[src/rtl/restoring_divider_seq.sv]
// Sequential unsigned restoring divider, one quotient bit per clock.
// Results and div_by_zero are registered on leaving DONE and held until the next one.
module restoring_divider_seq #(
    parameter int WIDTH = 4
) (
    input  logic             clk,
    input  logic             rst,
    input  logic             start,
    input  logic [WIDTH-1:0] dividend,
    input  logic [WIDTH-1:0] divisor,
    output logic             busy,
    output logic             done,
    output logic [WIDTH-1:0] quotient,
    output logic [WIDTH-1:0] remainder,
    output logic             div_by_zero
);

    localparam int CW = $clog2(WIDTH) + 1;

    typedef enum logic [1:0] {
        IDLE,
        CALC,
        DONE
    } state_t;

    state_t state, state_nxt;

    logic [WIDTH-1:0] dvd_r;
    logic [WIDTH-1:0] dsr_r;
    logic [WIDTH-1:0] quo_r;
    logic [WIDTH:0]   part_r;
    logic [CW-1:0]    cnt;
    logic             zero_r;

    logic [WIDTH:0]   shifted;
    logic [WIDTH:0]   trial;
    logic             last_step;
    logic [WIDTH-1:0] q_nxt;
    logic [WIDTH-1:0] r_nxt;

    // Trial MSB doubles as the sign since |shifted - divisor| < 2**WIDTH
    assign shifted   = (part_r << 1) | {{WIDTH{1'b0}}, dvd_r[WIDTH-1]};
    assign trial     = shifted - {1'b0, dsr_r};
    assign last_step = (cnt == CW'(WIDTH - 1));

    always_ff @(posedge clk) begin
        if (rst) begin
            state <= IDLE;
        end else begin
            state <= state_nxt;
        end
    end

    always_comb begin
        state_nxt = state;
        unique case (state)
            IDLE: begin
                if (start) begin
                    state_nxt = (divisor == '0) ? DONE : CALC;
                end
            end
            CALC: begin
                if (last_step) begin
                    state_nxt = DONE;
                end
            end
            DONE:    state_nxt = IDLE;
            default: state_nxt = IDLE;
        endcase
    end

    always_comb begin
        busy  = (state != IDLE);
        q_nxt = zero_r ? '1 : quo_r;
        r_nxt = zero_r ? dvd_r : part_r[WIDTH-1:0];
    end

    always_ff @(posedge clk) begin
        if (rst) begin
            dvd_r  <= '0;
            dsr_r  <= '0;
            quo_r  <= '0;
            part_r <= '0;
            cnt    <= '0;
            zero_r <= 1'b0;
        end else begin
            unique case (state)
                IDLE: begin
                    if (start) begin
                        dvd_r  <= dividend;
                        dsr_r  <= divisor;
                        zero_r <= (divisor == '0);
                        quo_r  <= '0;
                        part_r <= '0;
                        cnt    <= '0;
                    end
                end
                CALC: begin
                    dvd_r  <= dvd_r << 1;
                    part_r <= trial[WIDTH] ? shifted : trial;
                    quo_r  <= (quo_r << 1) | {{(WIDTH-1){1'b0}}, ~trial[WIDTH]};
                    cnt    <= cnt + 1'b1;
                end
                default: ;
            endcase
        end
    end

    always_ff @(posedge clk) begin
        if (rst) begin
            done        <= 1'b0;
            quotient    <= '0;
            remainder   <= '0;
            div_by_zero <= 1'b0;
        end else begin
            done <= (state == DONE);
            if (state == DONE) begin
                quotient    <= q_nxt;
                remainder   <= r_nxt;
                div_by_zero <= zero_r;
            end
        end
    end

endmodule

[config.mk]
export PLATFORM = sky130hd
export DESIGN_NAME = restoring_divider_seq
export DESIGN_NICKNAME = d
export VERILOG_FILES = /design/src/rtl/restoring_divider_seq.sv
export SDC_FILE = /design/constraint.sdc
export NUM_CORES = 1
export LEC_CHECK = 0
export CORE_MARGIN = 3
export CORE_UTILIZATION = 50
export CTS_BUF_LIST = sky130_fd_sc_hd__clkbuf_8
export CTS_CLUSTER_DIAMETER = 100
export DETAILED_ROUTE_END_ITERATION = 7
export PLACE_DENSITY = 0.78
export RECOVER_POWER = 100
export SYNTH_ARGS = -nofsm -noshare
export SYNTH_HDL_FRONTEND = slang
export SYNTH_SLANG_ARGS = --single-unit
export TNS_END_PERCENT = 50
[constraint.sdc]
create_clock -name clk -period 1.8 [get_ports clk]
set_input_delay 0.36 -clock clk [delete_from_list [all_inputs] [get_ports clk]]
set_output_delay 0.36 -clock clk [all_outputs]
set_load 0.01 [all_outputs]
After elaboration in Yosys (flattened, before gate mapping)
Cells that the tools add are included.

Output and inout port bits: 11. Logic and storage cells: 43. Bits in registers: 32. Input bits: 11.

Reductions and logical operators: 7. Equal/unequal tests: 5. $add $sub $neg: 2. Multiplexer cells: 15. Bitwise gates (word level): 3.

Operators by type and width (count): $mux 4 (6); $pmux 4 s2 (3); $mux 2 (3); $pmux 3 s2 (1); $reduce_and 2->1 (3); $or 5x1->5 (1); $sub 5x4->5 (1); $logic_not 4->1 (1); $ne 2x2->1 const B (2); $or 4x1->4 (1); $pmux 2 s2 (1); $reduce_bool 2->1 (2); $add 3x1->3 const B (1); $eq 3x2->1 const B (1); $mux 3 (1); $eq 2x1->1 const B (1); $eq 2x2->1 const B (1); $logic_not 2->1 (1); $not 1->1 (1).

Depth between registers and ports, before layout
Depth after elaboration: 5. Mapped depth: 8.

Worst setup path before layout
Ideal clock, no wire load.

Path type: register to register. From: reg dvd_r[3]. To: reg part_r[0]. Setup slack: -0.178 ns. Clock period less this slack: 1.978 ns. Stages on the path, launching flop included: 9. Data required time: 1.683 ns. Arrival: 1.861 ns. Path through: dfxtp_1 inv_1 ha_1 fa_1 nand2b_1 a21oi_2 xor2_2 mux2i_1 a22o_1.

Cells in the longest elaborated chain, start to end: 4.

Ends and longest elaborated chain: start, declared (RTL line 28) `logic [WIDTH-1:0] dvd_r;`; start signal, assigned (RTL line 90) `dvd_r <= dividend;`; start signal, assigned (RTL line 99) `dvd_r <= dvd_r << 1;`; $or 5x1->5 (*) (RTL line 42) `assign shifted = (part_r << 1) | {{WIDTH{1'b0}}, dvd_r[WIDTH-1]};`; $sub 5x4->5 (RTL line 43) `assign trial = shifted - {1'b0, dsr_r};`; $mux 4 (*) (RTL line 100) `part_r <= trial[WIDTH] ? shifted : trial;`; $pmux 4 s2 (*) (RTL line 87) `unique case (state)`; end signal, assigned (RTL line 100); end, declared (RTL line 31) `logic [WIDTH:0] part_r;`.

Mark *: on every way between the ends. The rest lies on a longest branch, timed or not. A chain may end at the register's enable or synchronous reset.

Final worst setup path
From: reg dvd_r[3]. To: reg part_r[1].

Cells in the longest elaborated chain, start to end: 4.

Ends and longest elaborated chain (RTL line): $or 5x1->5 (42); $sub 5x4->5 (43); $mux 4 (100); $pmux 4 s2 (87).

Every way passes these cells.

==> flow_summary.ini <==
[synthesis]
synth-edff-count = 0
syn_inst = 172
synth_top_family_by_area = simple AND/OR/NAND/NOR gates
yosysWarnings = 0
synthAdderAreaFrac_pct = 6.55
synthFlopType = dfxtp_1
synth_area_um2 = 1450
muxShareOfSynthArea_pct = 4.83
synth_async_sr_flop_share_pct = 0
yosysSeqAreaShare_pct = 44.1
syn_avg_cell_area_um2 = 8.44
ys_types = 34
synth_seq_cells = 32
synth_xor_area_share_pct = 2.93
synth_compound_area_share_pct = 16.7
synthSimpleGateAreaFrac_pct = 20.3
synth_fp_nets = 190

[hold_path]
holdPathStages = 2
hp-class = reg -> reg
hp-start = dsr_r[3]
whs_endpoint = dsr_r[3]

[global_route]
gr-usage-met3_pct = 6.48
grt_pass1_wl_mm = 5.42
grt.busiest_layer = met2
grt_use_total_pct = 20.6
gr-total-overflow = 0
grt.met1_usage_pct = 27.1
grt_util_met2_pct = 31.6
grt_max_degree = 28
grt_pass1_vias = 1171
antenna_found_initial = 0

[detailed_routing]
firstDrtPassIters = 4
viasPerCell = 5.38
drc_errors = 0
postRouteAntennaNets = 0
drt_wl_total_mm = 3.21
wire_per_inst_um = 13.5
drtIter0Drc = 51
num_vias = 1280

[sta]
grt_setup_unrepaired = yes
maxSlewViolCount = 0
tns_ns = -0.272
finalCritPeriodShare_pct = 105
setup_ws_ns = -0.0851
relSlewSlack_pct = 51.6
hold_violations = 0
max_freq_mhz = 530
setup_viol_count_final = 5
min_period_ns = 1.89
tightest_slew_ns = 0.726
clock-skew-final_ns = 0.00613

[setup_path]
cp_num_buf_inv = 1
arrival_ns = 2.12
crit_family = adder cells
start_kind = flop
r2r_start = dvd_r[3]
crit_fanout = 6
cp.required_ns = 2.04
end_kind = flop
reg2reg_depth = 8
path_class = reg -> reg
crit_path_max_incr_delay_ns = 0.34
r2r_end = part_r[1]
cp_slowest_cell = fa_2
startpoint = dvd_r[3]
r2r_setup_slack_ns = -0.09
path_cells = inv_2 -> ha_4 -> fa_2 -> nand2b_4 -> a21oi_4 -> xor2_4 -> mux2i_1 -> a22o_1

[floorplan]
io_pins = 22
fp.coreArea_um2 = 2610
chipHeight_um = 59.9
dieWidth_um = 59.9
num_rows = 18
start_util_pct = 55.6
die_area_um2 = 3590

[clock_network]
path_clk_slew_ns = 0.07
h-tree-depth = 2
root_buffer = clkbuf_8
clock_latency_ns = 0.29
cts.sinks = 32
cts_tree = built
clock_path_buffers = 2
cts_buffers = 5

[final_layout]
final_util_pct = 73.3
multi_input_area_um2 = 783
fillers = 211
mostFrequentLayoutCells = nor2_1, dfxtp_1, nand2_1, a21oi_1, buf_4
drive_above_1_share_pct = 13.5
final_nets = 225
register_area_um2 = 643
antennaDiodeCount = 0
syn_to_final_growth_pct = 32.0

[placement]
dp_slack_ns = -0.125
routabilityCongestion = 0.846
dp_hpwl_mm = 2.29
portBuffers = 21

[pwr]
ir_drop_mv = 0.799
p_leak_nw = 0.765
powerDensity_nw_per_um2 = 943
power_mw = 1.81

[status]
violations = negative setup slack
outcome = finished, violations left

[flow_run]
max-cap-violations = 0
==> report_power, final <==
group          total (mW)  switching (mW)  internal [mW]  leakage (nW)
combinational       0.358           0.177          0.181         0.445
sequential          0.775          0.0328          0.742         0.261
clock               0.673           0.268          0.405        0.0593
total                1.81           0.478           1.33         0.765
==> worst register-to-register path, stage by stage, from the launching register on <==
cell	delay [ns]
dfxtp_2	0.33
inv_2	0.05
ha_4	0.15
fa_2	0.34
nand2b_4	0.15
a21oi_4	0.17
xor2_4	0.26
mux2i_1	0.23
a22o_1	0.14
==> repair_timing <==
action | 4_1_cts | 5_1_grt
hold buffers | 0 | 0
resized for setup | 1 | 1
gates cloned | 0 | 0
pin swaps | 3 | 2
setup buffers | 3 | 1
setup endpoints to repair | 6 | 5
==> metrics by stage <==
stage	cell area, µm²	hold slack (ns)	cells
floorplan	1490	0.436	172
global placement	1800	0.444	226
detailed placement	1800	0.449	226
CTS	1920	0.458	237
global route	1920	0.477	238
finish	1920	0.457	238
==> sequential cells by signal, indices dropped and copies added, names as in the netlist <==
signal / flops
part_r: 4
remainder: 4
quo_r: 4
zero_r: 1
cnt: 3
div_by_zero: 1
state: 2
dvd_r: 4
dsr_r: 4
done: 1
quotient: 4
==> worst max path at each step <==
stage	endpoint	slack, ns	depth (start not counted)
4_1_cts	part_r[1]	-0.07	8
5_1_grt	part_r[0]	-0.19	8
6_report	part_r[1]	-0.09	8
3_5_place_dp	part_r[1]	-0.13	8
3_3_place_gp	part_r[0]	-0.05	8
2_1_floorplan	part_r[0]	-0.02	8
==> per-layer routing <==
| metal | part of all wire (%) | vias to the layer above |
|---|---|---|
| met2 | 49 | 26 |
| li1 | - | 658 |
| met5 | 0 | - |
| met3 | 5.1 | 7 |
| met1 | 44 | 589 |
| met4 | 1.7 | 0 |
==> Yosys cell counts (3+ instances only) <==
library cell | count | area share [%]
inv_1 | 8 | 2.1
nor2_1 | 29 | 7.5
ha_1 | 6 | 5.2
mux2i_1 | 7 | 4.8
clkbuf_1 | 5 | 1.3
nor2b_1 | 3 | 1.3
a311oi_1 | 3 | 1.8
dfxtp_1 | 32 | 44
a21oi_1 | 14 | 4.8
nand2_1 | 25 | 6.5
nand3_1 | 4 | 1.4
a211oi_1 | 8 | 4.1
==> kinds of logic (layout without fill, tap and decap cells) <==
family | after synthesis | count (layout)
xor gates and xnor gates | 4 | 4
and+or+nand+nor | 69 | 69
DFF | 32 | 32
muxes | 7 | 7
buffers and inverters | 17 | 53
AOI/OAI and AO/OA | 36 | 36
adders and majority gates | 7 | 7
==> cell type report <==
cell class	instances	area share (%)
tap	30	1.96
multi-input combinational	123	40.9
clock inverter	3	2.02
sequential	32	33.6
inverter	8	1.57
timing repair buffer	37	16.4
clock buffer	5	3.59
(Power assumes the default switching activity.)
